[config.mk]
export PLATFORM = sky130hd
export DESIGN_NAME = mdu_controller
export DESIGN_NICKNAME = d
export VERILOG_FILES = /design/src/rtl/mdu_controller.sv
export SDC_FILE = /design/constraint.sdc
export NUM_CORES = 1
export LEC_CHECK = 0
export CAP_MARGIN = 40
export CORE_ASPECT_RATIO = 1.4
export CORE_MARGIN = 2
export CORE_UTILIZATION = 50
export DETAILED_ROUTE_END_ITERATION = 12
export PLACE_DENSITY = 0.93
export SLEW_MARGIN = 20
export SYNTH_ARGS = -nofsm -noshare
export SYNTH_HDL_FRONTEND = slang
export SYNTH_SLANG_ARGS = --single-unit
[constraint.sdc]
create_clock -name CLK -period 5.7 [get_ports CLK]
set_clock_uncertainty 0.2 [all_clocks]
set_input_delay 0.57 -clock CLK [delete_from_list [all_inputs] [get_ports CLK]]
set_output_delay 0.57 -clock CLK [all_outputs]
set_load 0.02 [all_outputs]
[src/rtl/mdu_controller.sv]
// Issue-side controller for the multi-cycle multiply/divide unit.
// Handles divide-by-zero, signed overflow and the MULHSU sign fixup without the unit.
module mdu_controller #(
   parameter int WIDTH = 32
) (
   input  logic             CLK,
   input  logic             RESET,
   input  logic             req_valid,
   input  logic [2:0]       req_funct3,
   input  logic [WIDTH-1:0] req_rs1,
   input  logic [WIDTH-1:0] req_rs2,
   input  logic             flush,
   output logic             stall,
   output logic             resp_valid,
   output logic [WIDTH-1:0] resp_data,
   output logic             mc_reset,
   output logic             mc_start,
   output logic [1:0]       mc_op,
   output logic [WIDTH-1:0] mc_operand1,
   output logic [WIDTH-1:0] mc_operand2,
   input  logic [WIDTH-1:0] mc_result1,
   input  logic [WIDTH-1:0] mc_result2,
   input  logic             mc_busy
);

   typedef enum logic [2:0] {
      IDLE,
      ISSUE,
      WAIT,
      DONE,
      DRAIN
   } state_t;

   localparam logic [WIDTH-1:0] MIN_NEG  = {1'b1, {(WIDTH-1){1'b0}}};
   localparam logic [WIDTH-1:0] ALL_ONES = '1;

   state_t           state;
   logic             sel_hi;
   logic             is_mulhsu;
   logic             done_valid;
   logic             div_by_zero;
   logic             sig_ovf;
   logic             special;
   logic [WIDTH-1:0] special_data;
   logic [WIDTH-1:0] mulhsu_adj;
   logic [WIDTH-1:0] unit_data;

   assign div_by_zero = req_funct3[2] && (req_rs2 == '0);
   assign sig_ovf     = req_funct3[2] && !req_funct3[0] &&
                        (req_rs1 == MIN_NEG) && (req_rs2 == ALL_ONES);
   assign special     = div_by_zero || sig_ovf;

   // funct3[1] separates remainder from quotient for the divide group
   always_comb begin
      special_data = '0;
      if (div_by_zero) begin
         special_data = req_funct3[1] ? req_rs1 : ALL_ONES;
      end else if (sig_ovf) begin
         special_data = req_funct3[1] ? '0 : MIN_NEG;
      end
   end

   // MULHSU runs as an unsigned multiply; a negative rs1 over-counts rs2 * 2^32
   assign mulhsu_adj = mc_operand1[WIDTH-1] ? mc_operand2 : '0;

   always_comb begin
      unit_data = mc_result1;
      if (sel_hi) begin
         unit_data = is_mulhsu ? (mc_result2 - mulhsu_adj) : mc_result2;
      end
   end

   assign stall      = req_valid && (state != DONE) && !flush;
   assign resp_valid = done_valid && !flush;
   assign mc_reset   = ~RESET;

   always_ff @(posedge CLK) begin
      if (!RESET) begin
         state       <= IDLE;
         mc_start    <= 1'b0;
         done_valid  <= 1'b0;
         resp_data   <= '0;
         mc_op       <= 2'b00;
         mc_operand1 <= '0;
         mc_operand2 <= '0;
         sel_hi      <= 1'b0;
         is_mulhsu   <= 1'b0;
      end else begin
         mc_start   <= 1'b0;
         done_valid <= 1'b0;
         case (state)
            IDLE: begin
               if (req_valid && !flush) begin
                  if (special) begin
                     resp_data  <= special_data;
                     done_valid <= 1'b1;
                     state      <= DONE;
                  end else begin
                     mc_operand1 <= req_rs1;
                     mc_operand2 <= req_rs2;
                     mc_op       <= {req_funct3[2],
                                     req_funct3[2] ? req_funct3[0] : req_funct3[1]};
                     sel_hi      <= req_funct3[2] ? req_funct3[1]
                                                  : (req_funct3[1] | req_funct3[0]);
                     is_mulhsu   <= (req_funct3 == 3'b010);
                     mc_start    <= 1'b1;
                     state       <= ISSUE;
                  end
               end
            end
            ISSUE: begin
               state <= flush ? DRAIN : WAIT;
            end
            WAIT: begin
               if (flush) begin
                  state <= DRAIN;
               end else if (!mc_busy) begin
                  resp_data  <= unit_data;
                  done_valid <= 1'b1;
                  state      <= DONE;
               end
            end
            DONE: begin
               state <= IDLE;
            end
            DRAIN: begin
               if (!mc_busy) begin
                  state <= IDLE;
               end
            end
            default: begin
               state <= IDLE;
            end
         endcase
      end
   end

endmodule

### After elaboration in Yosys (flattened, before gate mapping)

Cells that the tools add are included.

| word-level totals | value |
|---|---|
| bits in registers | 105 |
| input bits | 136 |
| word-level logic and storage cells | 71 |

| operators by class | value |
|---|---|
| add/subtract/negate cells | 1 |
| eq/ne operators | 13 |
| mux-type cells | 27 |
| bitwise operators | 3 |
| reductions and logical operators | 18 |

Operators with widths:

| operator | number |
|---|---|
| 32-bit 2-to-1 mux | 11 |
| 32-bit == test (second input constant) | 2 |
| 32-bit one-hot mux with 2 select lines | 1 |
| 32-bit logical NOT | 1 |
| 32-bit subtractor | 1 |
| 3-bit 2-to-1 mux | 5 |
| 3-bit one-hot mux with 4 select lines | 1 |
| 2-bit != test (second input constant) | 5 |
| 3-bit AND reduction | 3 |
| 1-bit logical AND | 8 |
| 1-bit 2-to-1 mux | 7 |
| 3-bit by 2-bit == test with 1-bit output (second input constant) | 2 |
| 5-bit AND reduction | 1 |
| 3-bit by 1-bit == test with 1-bit output (second input constant) | 1 |
| 3-bit == test (second input constant) | 1 |
| 3-bit logical NOT | 1 |
| 3-bit by 2-bit != test with 1-bit output (second input constant) | 1 |
| 3-bit != test (second input constant) | 1 |
| 1-bit logical NOT | 2 |
| 2-bit 2-to-1 mux | 1 |
| 1-bit NOT | 2 |
| 1-bit one-hot mux with 2 select lines | 1 |
| 2-bit nonzero test | 1 |
| 1-bit logical OR | 1 |
| 1-bit bitwise OR | 1 |

### Logic depth before layout (Yosys ltp)

Gate-level depths: netlist of run 1.

| logic depth | value |
|---|---|
| word-level depth | 9 |
| depth in mapped cells | 14 |
| gate-level depth less buffers | 12 |

### Worst setup path before layout of run 1

No wires, ideal clock.

| timing path | value |
|---|---|
| path type | register -> register |
| from | register mc_operand1[31] |
| to | register resp_data[27] |
| library setup time | 58 ps |
| arrival | 3,226 ps |
| required time | 5,442 ps |
| slack | 2,216 ps |
| cell stages (with the launch flop) | 15 |
| path buffers | 3 |
| cell sequence | dfxtp_1 -> clkbuf_1 -> clkbuf_1 -> nand2_1 -> ha_1 -> buf_6 -> a21o_1 -> a221o_1 -> a22o_1 -> a21oi_2 -> o211ai_2 -> a21oi_2 -> mux2_2 -> a31oi_1 -> o221a_2 |

| on the way | value |
|---|---|
| word-level cells in the longest chain between the ends | 7 |

Ends and longest elaborated chain:

| item | RTL line | RTL |
|---|---|---|
| start, declared | 19 | `output logic [WIDTH-1:0] mc_operand1,` |
| start signal, assigned | 99 | `mc_operand1 <= req_rs1;` |
| 32-bit 2-to-1 mux | 64 | `assign mulhsu_adj = mc_operand1[WIDTH-1] ? mc_operand2 : '0;` |
| 32-bit subtractor | 69 | `unit_data = is_mulhsu ? (mc_result2 - mulhsu_adj) : mc_result2;` |
| 32-bit 2-to-1 mux | 69 |  |
| 32-bit 2-to-1 mux | 68 | `if (sel_hi) begin` |
| 32-bit 2-to-1 mux | 117 | `end else if (!mc_busy) begin` |
| 32-bit 2-to-1 mux | 115 | `if (flush) begin` |
| 32-bit one-hot mux with 2 select lines | 91 | `case (state)` |
| end signal, assigned | 95 | `resp_data <= special_data;` |
| end signal, assigned | 118 | `resp_data <= unit_data;` |
| end, declared | 15 | `output logic [WIDTH-1:0] resp_data,` |

Every way passes these cells. The select of a mux whose other input is x is not followed.
A chain may end at the register's enable or synchronous reset.

### Worst setup path in the final report of run 1

Ends and elaborated chain as after synthesis.

==> flow_summary.json, run 1 <==
{
  "synth_top_area_frac": 0.307,
  "period_share": 0.713,
  "dp_hpwl_mm": 21.4,
  "ys_seq_elements": 105,
  "cp_common_cell": "a21oi_2",
  "dieArea_um2": 14700,
  "cts.sinks": 105,
  "core_area_um2": 13400,
  "gp_congestion": 1.02,
  "cts-root-buf": "clkbuf_16",
  "critPathArrivalTime_ns": 4.17,
  "drive_gt1_frac": 0.0457,
  "worstPathCellList": "nand2_1 -> ha_1 -> and2_0 -> a221o_1 -> a22o_1 -> a21oi_2 -> o211ai_2 -> a21oi_2 -> mux2_2 -> a31oi_1 -> o221a_2",
  "slowest_delay_ns": 0.87,
  "syn_area_um2": 6850,
  "synthFlopType": "dfxtp_1",
  "synth_warnings": 0,
  "grt_pass1_wl_mm": 41.9,
  "critPathKind": "reg -> reg",
  "antenna_cells": 0,
  "fin_area_um2": 9640,
  "slowest_stage": "dfxtp_1",
  "synthesis.nets": 1104,
  "cp_max_fo": 25,
  "grt_pass1_vias": 7860,
  "synth_compound_area_frac": 0.297,
  "instances_no_fill": 1320,
  "io_pins": 238,
  "yosysSeqAreaShare": 0.307,
  "drt_iter0_drc": 763,
  "synthCells": 933,
  "grt_overflow_total": 0,
  "cts_buffer_depth": 2,
  "finalSetupViolCount": 0,
  "post_cts_resized": 0,
  "hold_buffers": 0,
  "finalMaxSlewViolations": 0,
  "num_vias": 8180,
  "hold_path_class": "reg -> reg",
  "synth-simple-area-share": 0.241,
  "synthTopCellsByArea": "dfxtp_1 (31%), nand2_1 (11%), a21oi_1 (7.3%)",
  "cts_setup_buffers": 0,
  "grt_max_degree": 82,
  "vdd_drop_max_mv": 0.157,
  "post_drt_via_cell_ratio": 6.20,
  "io_buffers": 237,
  "synth_area_leader_cell": "dfxtp_1",
  "nets": 1304,
  "switching_share": 0.316,
  "drv_cap": 0,
  "seqPwrFrac": 0.416,
  "status": "complete, no violations",
  "synth_top_family_by_area": "compound AO/OA/AOI/OAI gates",
  "worst_pin_slew_ns": 0.859,
  "drtAntennaViolNets": 0,
  "h-tree-depth": 3,
  "area_growth_pct": 40.8,
  "cts_inserted_buffers": 9,
  "grt_usage": 0.372,
  "clk_latency_ns": 0.36,
  "leakage_nw": 3.38,
  "wirelength_mm": 27.8,
  "die_width_um": 103,
  "power_switching_uw": 593,
  "drc": 0,
  "fin_crit_ns": 4.06,
  "initial_core_util": 0.512,
  "setup_tns_ns": 0,
  "rows": 50,
  "synthTopCellsByCount": "nand2_1 (205), dfxtp_1 (105), a21oi_1 (100), o21ai_0 (68), nor2_1 (54)",
  "tritoncts": "built",
  "fmax_mhz": 246,
  "hold_viol_final": 0,
  "p_per_area_nw_per_um2": 195,
  "internal_power_mw": 1.28,
  "die_h_um": 142,
  "dp.cells": 1302,
  "async_flop_share": 0,
  "relSlewSlack": 0.427,
  "critPathLaunchType": "register",
  "crit_path_end_kind": "register",
  "wl_per_cell_um": 21.0,
  "yosys.cell_count.top_type": "nand2_1",
  "dr.pass1.iters": 6,
  "rsz0062_at_grt": "false",
  "postPlaceCellArea_um2": 9310,
  "pwr-share-clk": 0.333,
  "cts.clk_slew.worst_paths_ns": 0.08,
  "fin_util": 0.720,
  "synthXorXnorAreaFrac": 0.0230,
  "synth_cell_types": 73,
  "syn_area_per_cell_um2": 7.34,
  "synth_edf_count": 0,
  "antenna_found_initial": 0,
  "power.total_mw": 1.88,
  "cp_data_required_time_ns": 5.81,
  "synth_mux_area_frac": 0.0179,
  "synth_fa_ha_area_frac": 0.0650,
  "comb_power_share": 0.250
}
[per-stage QoR]
| stage | hold slack, ns | worst slack [ns] |
|---|---|---|
| final | 0.256 | 1.64 |
| after global routing | 0.276 | 1.53 |
| after CTS | 0.257 | 1.72 |
| after detailed placement | 0.246 | 1.56 |
| after global placement | 0.241 | 1.61 |
| after floorplan | 0.333 | 2.22 |
[worst max-delay path, delay by kind of cell (launching register included)]
family	cells	cell delay [ns]
AOI/OAI and AO/OA	7	1.81
adders and majority gates	1	0.38
muxes	1	0.38
and+or+nand+nor	2	0.37
DFF	1	0.87
[path summary, 6_finish.rpt]
kind / startpoint / endpoint / slack, ns / cells past startpoint
max: mc_operand1[31] / resp_data[27] / 1.64 / 11
min reg2reg: mc_operand1[20] / mc_operand1[20] / 0.26 / 2
max reg2reg: mc_operand1[31] / resp_data[27] / 1.64 / 11
min: mc_operand1[20] / mc_operand1[20] / 0.26 / 2
[power by group through the flow]
stage / sequential [mW] / clock [mW] / combinational, mW
4_1_cts: 0.781 / 0.626 / 0.459
3_3_place_gp: 0.796 / 0 / 0.447
6_report: 0.781 / 0.626 / 0.470
3_5_place_dp: 0.798 / 0 / 0.455
2_1_floorplan: 0.819 / 0 / 0.200
5_1_grt: 0.784 / 0.653 / 0.500
[layer usage]
metal  global-route usage  vias up  wire (um)
li1                     -     3774          -
met1                0.429     3777       9930
met2                0.606      491      13300
met3               0.0786      138       2390
met4                0.249        0       2150
met5                    0        -          0
[logic make-up after synthesis]
family,Yosys count
flops,105
compound gates,318
xor+xnor,18
buf+inv,80
fa+ha+maj,35
simple gates,365
mux,12
[sequential cells by signal (all words and copies together) (netlist names)]
name and cells:
mc_op 2, state 3, sel_hi 1, resp_data 32, mc_start 1, mc_operand2 32
done_valid 1, is_mulhsu 1, mc_operand1 32
[cells in the final DEF (no fill, tap or decap), drive strengths merged, types with 9 or more instances in the layout]
cell / Yosys / layout
nor4: 18 / 18
a21o: 20 / 20
o211ai: 27 / 27
clkdlybuf4s50: 0 / 237
xor2: 10 / 10
nand3: 12 / 12
a21oi: 102 / 102
nand2: 205 / 205
a31oi: 23 / 23
nor3: 11 / 11
mux2i: 10 / 10
ha: 34 / 34
nor2: 54 / 54
inv: 17 / 21
nand4: 10 / 10
dfxtp: 105 / 105
buf: 16 / 14
or3: 9 / 9
clkbuf: 46 / 9
nor2b: 11 / 11
o21ai: 70 / 70
[cell type report]
type / instances / area (um2)
tap: 182 / 228
timing repair buffer: 251 / 2530
sequential: 105 / 2100
inverter: 18 / 67.6
clock buffer: 9 / 225
clock inverter: 7 / 67.6
fill: 1071 / 3740
multi-input combinational: 748 / 4430
Power figures use the tool's default switching activity.
==> run 2, diff against run 1 <==
--- a/config.mk
+++ b/config.mk
@@ -8,9 +8,9 @@
 export CAP_MARGIN = 40
 export CORE_ASPECT_RATIO = 1.4
 export CORE_MARGIN = 2
-export CORE_UTILIZATION = 50
+export CORE_UTILIZATION = 42
 export DETAILED_ROUTE_END_ITERATION = 12
-export PLACE_DENSITY = 0.93
+export PLACE_DENSITY = 0.84
 export SLEW_MARGIN = 20
 export SYNTH_ARGS = -nofsm -noshare
 export SYNTH_HDL_FRONTEND = slang
==> constraint.sdc (replaced) <==
create_clock -name CLK -period 3.3 [get_ports CLK]
set_clock_uncertainty 0.2 [all_clocks]
set_input_delay 0.33 -clock CLK [delete_from_list [all_inputs] [get_ports CLK]]
set_output_delay 0.33 -clock CLK [all_outputs]
set_load 0.02 [all_outputs]
==> flow_summary.json, run 2 (synthesized netlist as in run 1, its figures left out) <==
{
  "critPathLaunch": "mc_operand1[31]",
  "gp_congestion": 0.976,
  "drive_gt1_frac": 0.154,
  "wl_per_cell_um": 20.6,
  "comb_power_share": 0.281,
  "critPathKind": "reg -> reg",
  "vdd_drop_max_mv": 0.262,
  "cp_data_required_time_ns": 3.38,
  "endpoint": "resp_data[17]",
  "cp_max_fo": 4,
  "die_width_um": 112,
  "grt_overflow_total": 0,
  "post_drt_via_cell_ratio": 5.90,
  "initial_core_util": 0.427,
  "power_switching_mw": 1.08,
  "relSlewSlack": 0.539,
  "die_h_um": 155,
  "nets": 1428,
  "rows": 55,
  "wirelength_mm": 30.0,
  "timing.rr.end": "resp_data[17]",
  "internal_power_mw": 2.31,
  "num_vias": 8620,
  "core_area_um2": 16000,
  "grt_pass1_wl_mm": 44.8,
  "status": "finished with violations",
  "hold_path_class": "reg -> reg",
  "dr.pass1.iters": 10,
  "mostFrequentLayoutCells": "clkdlybuf4s50_1 (237), nand2_1 (204), buf_4 (130), dfxtp_1 (104), a21oi_1 (99)",
  "p_per_area_nw_per_um2": 315,
  "fin_ws_ns": -0.0215,
  "drc": 0,
  "dieArea_um2": 17400,
  "grt_max_degree": 73,
  "cts_buffer_depth": 2,
  "critPathLaunchType": "register",
  "finalSetupViolCount": 1,
  "fmax_mhz": 301,
  "hold_viol_final": 0,
  "dp.cells": 1438,
  "grt_pass1_vias": 8412,
  "worst_pin_slew_ns": 0.683,
  "pwr-share-clk": 0.322,
  "whs_path_depth": 2,
  "tritoncts": "built",
  "cts-root-buf": "clkbuf_16",
  "cts_inserted_buffers": 9,
  "switching_share": 0.318,
  "final_common_cell": "clkdlybuf4s50_1",
  "clk_latency_ns": 0.36,
  "reg_top3": "mc_operand1 x32, mc_operand2 x32, resp_data x32",
  "h-tree-depth": 3,
  "postPlaceCellArea_um2": 10300,
  "rr_startpoint": "mc_operand1[31]",
  "antenna_found_initial": 0,
  "r2r_slack_ns": -0.02,
  "drt_iter0_drc": 657,
  "grt_usage": 0.328,
  "leakage_nw": 4.03,
  "io_pins": 238,
  "instances_no_fill": 1461,
  "seqPwrFrac": 0.396,
  "critPathArrivalTime_ns": 3.41,
  "crit_path_end_kind": "register",
  "io_buffers": 237,
  "fin_crit_ns": 3.32,
  "fin_area_um2": 10800,
  "drv_cap": 0,
  "cts.sinks": 105,
  "area_growth_pct": 57.4,
  "finalMaxSlewViolations": 0,
  "dp_hpwl_mm": 23.5,
  "period_share": 1.01,
  "violations": "negative setup slack",
  "ff2ff_path_depth": 13,
  "drtAntennaViolNets": 0,
  "cts.clk_slew.worst_paths_ns": 0.08,
  "antenna_cells": 0
}
## run 2: cell types whose count changed in the layout (fill, tap and decap cells not counted), moves of 4 or more
cell and change:
buf_12 +5, ha_1 -4, ha_4 +4, buf_4 +120
## run 2: metrics by stage
stage | total power, mW | setup TNS (ns) | setup slack, ns | hold WS [ns] | utilization
finish | 3.39 | -0.0215 | -0.0215 | 0.259 | 0.672
global route | 3.50 | -0.755 | -0.172 | 0.270 | 0.672
CTS | 3.35 | 0 | 0.0249 | 0.259 | 0.659
detailed placement | 2.28 | -2.81 | -0.200 | 0.248 | 0.641
global placement | 2.26 | -1.09 | -0.131 | 0.241 | 0.639
floorplan | 1.76 | 0 | 0.0222 | 0.258 | -
## run 2: power by group through the flow
stage | combinational [mW] | clock (mW) | sequential [mW]
2_1_floorplan | 0.345 | 0 | 1.42
3_3_place_gp | 0.886 | 0 | 1.37
3_5_place_dp | 0.901 | 0 | 1.37
4_1_cts | 0.908 | 1.10 | 1.34
5_1_grt | 1.01 | 1.14 | 1.35
6_report | 0.954 | 1.09 | 1.34
## run 2: area by class of cell
class                           instances  area, um2
Tap cell                              199        249
Timing Repair Buffer                  375       3500
Multi-Input combinational cell        748       4570
Clock buffer                           10        229
Inverter                               18       67.6
Sequential cell                       105       2110
Fill cell                            1328       5250
Clock inverter                          6       61.3
## run 2: layer usage
layer  vias up  routed length, um  global-route usage
met4         0               2250               0.222
met3       129               2220              0.0619
met2       467              14500               0.564
met5         -                  0                   0
met1      3997              11100               0.366
li1       4027                  -                   -
## run 2: worst min-delay path by stage
| stage | from | to | slack, ns |
|---|---|---|---|
| 2_1_floorplan | req_rs1[31] | mc_operand1[31] | 0.26 |
| 3_3_place_gp | mc_operand1[18] | mc_operand1[18] | 0.24 |
| 3_5_place_dp | mc_operand1[6] | mc_operand1[6] | 0.25 |
| 4_1_cts | mc_operand1[27] | mc_operand1[27] | 0.26 |
| 5_1_grt | mc_operand1[6] | mc_operand1[6] | 0.27 |
| 6_report | mc_operand1[27] | mc_operand1[27] | 0.26 |
## run 2: what timing repair did
| item | in CTS | in global routing |
|---|---|---|
| buffers inserted | 0 | 7 |
| endpoints found under the setup margin | 2 | 16 |
| endpoints found under the hold margin | 0 | 0 |
| gates resized for setup | 1 | 31 |
| hold buffers | 0 | 0 |
| pin swaps | 0 | 19 |
| gates cloned | 0 | 0 |
## run 2: worst max-delay path, stage by stage (launching register included)
cell	delay, ns
dfxtp_4	0.41
buf_12	0.12
buf_4	0.11
nand2_1	0.14
ha_1	0.39
nand2_1	0.13
nor3_2	0.30
a22o_1	0.24
a21oi_4	0.07
o21ai_0	0.30
xor2_1	0.17
mux2i_1	0.15
a211o_1	0.34
a31oi_1	0.16
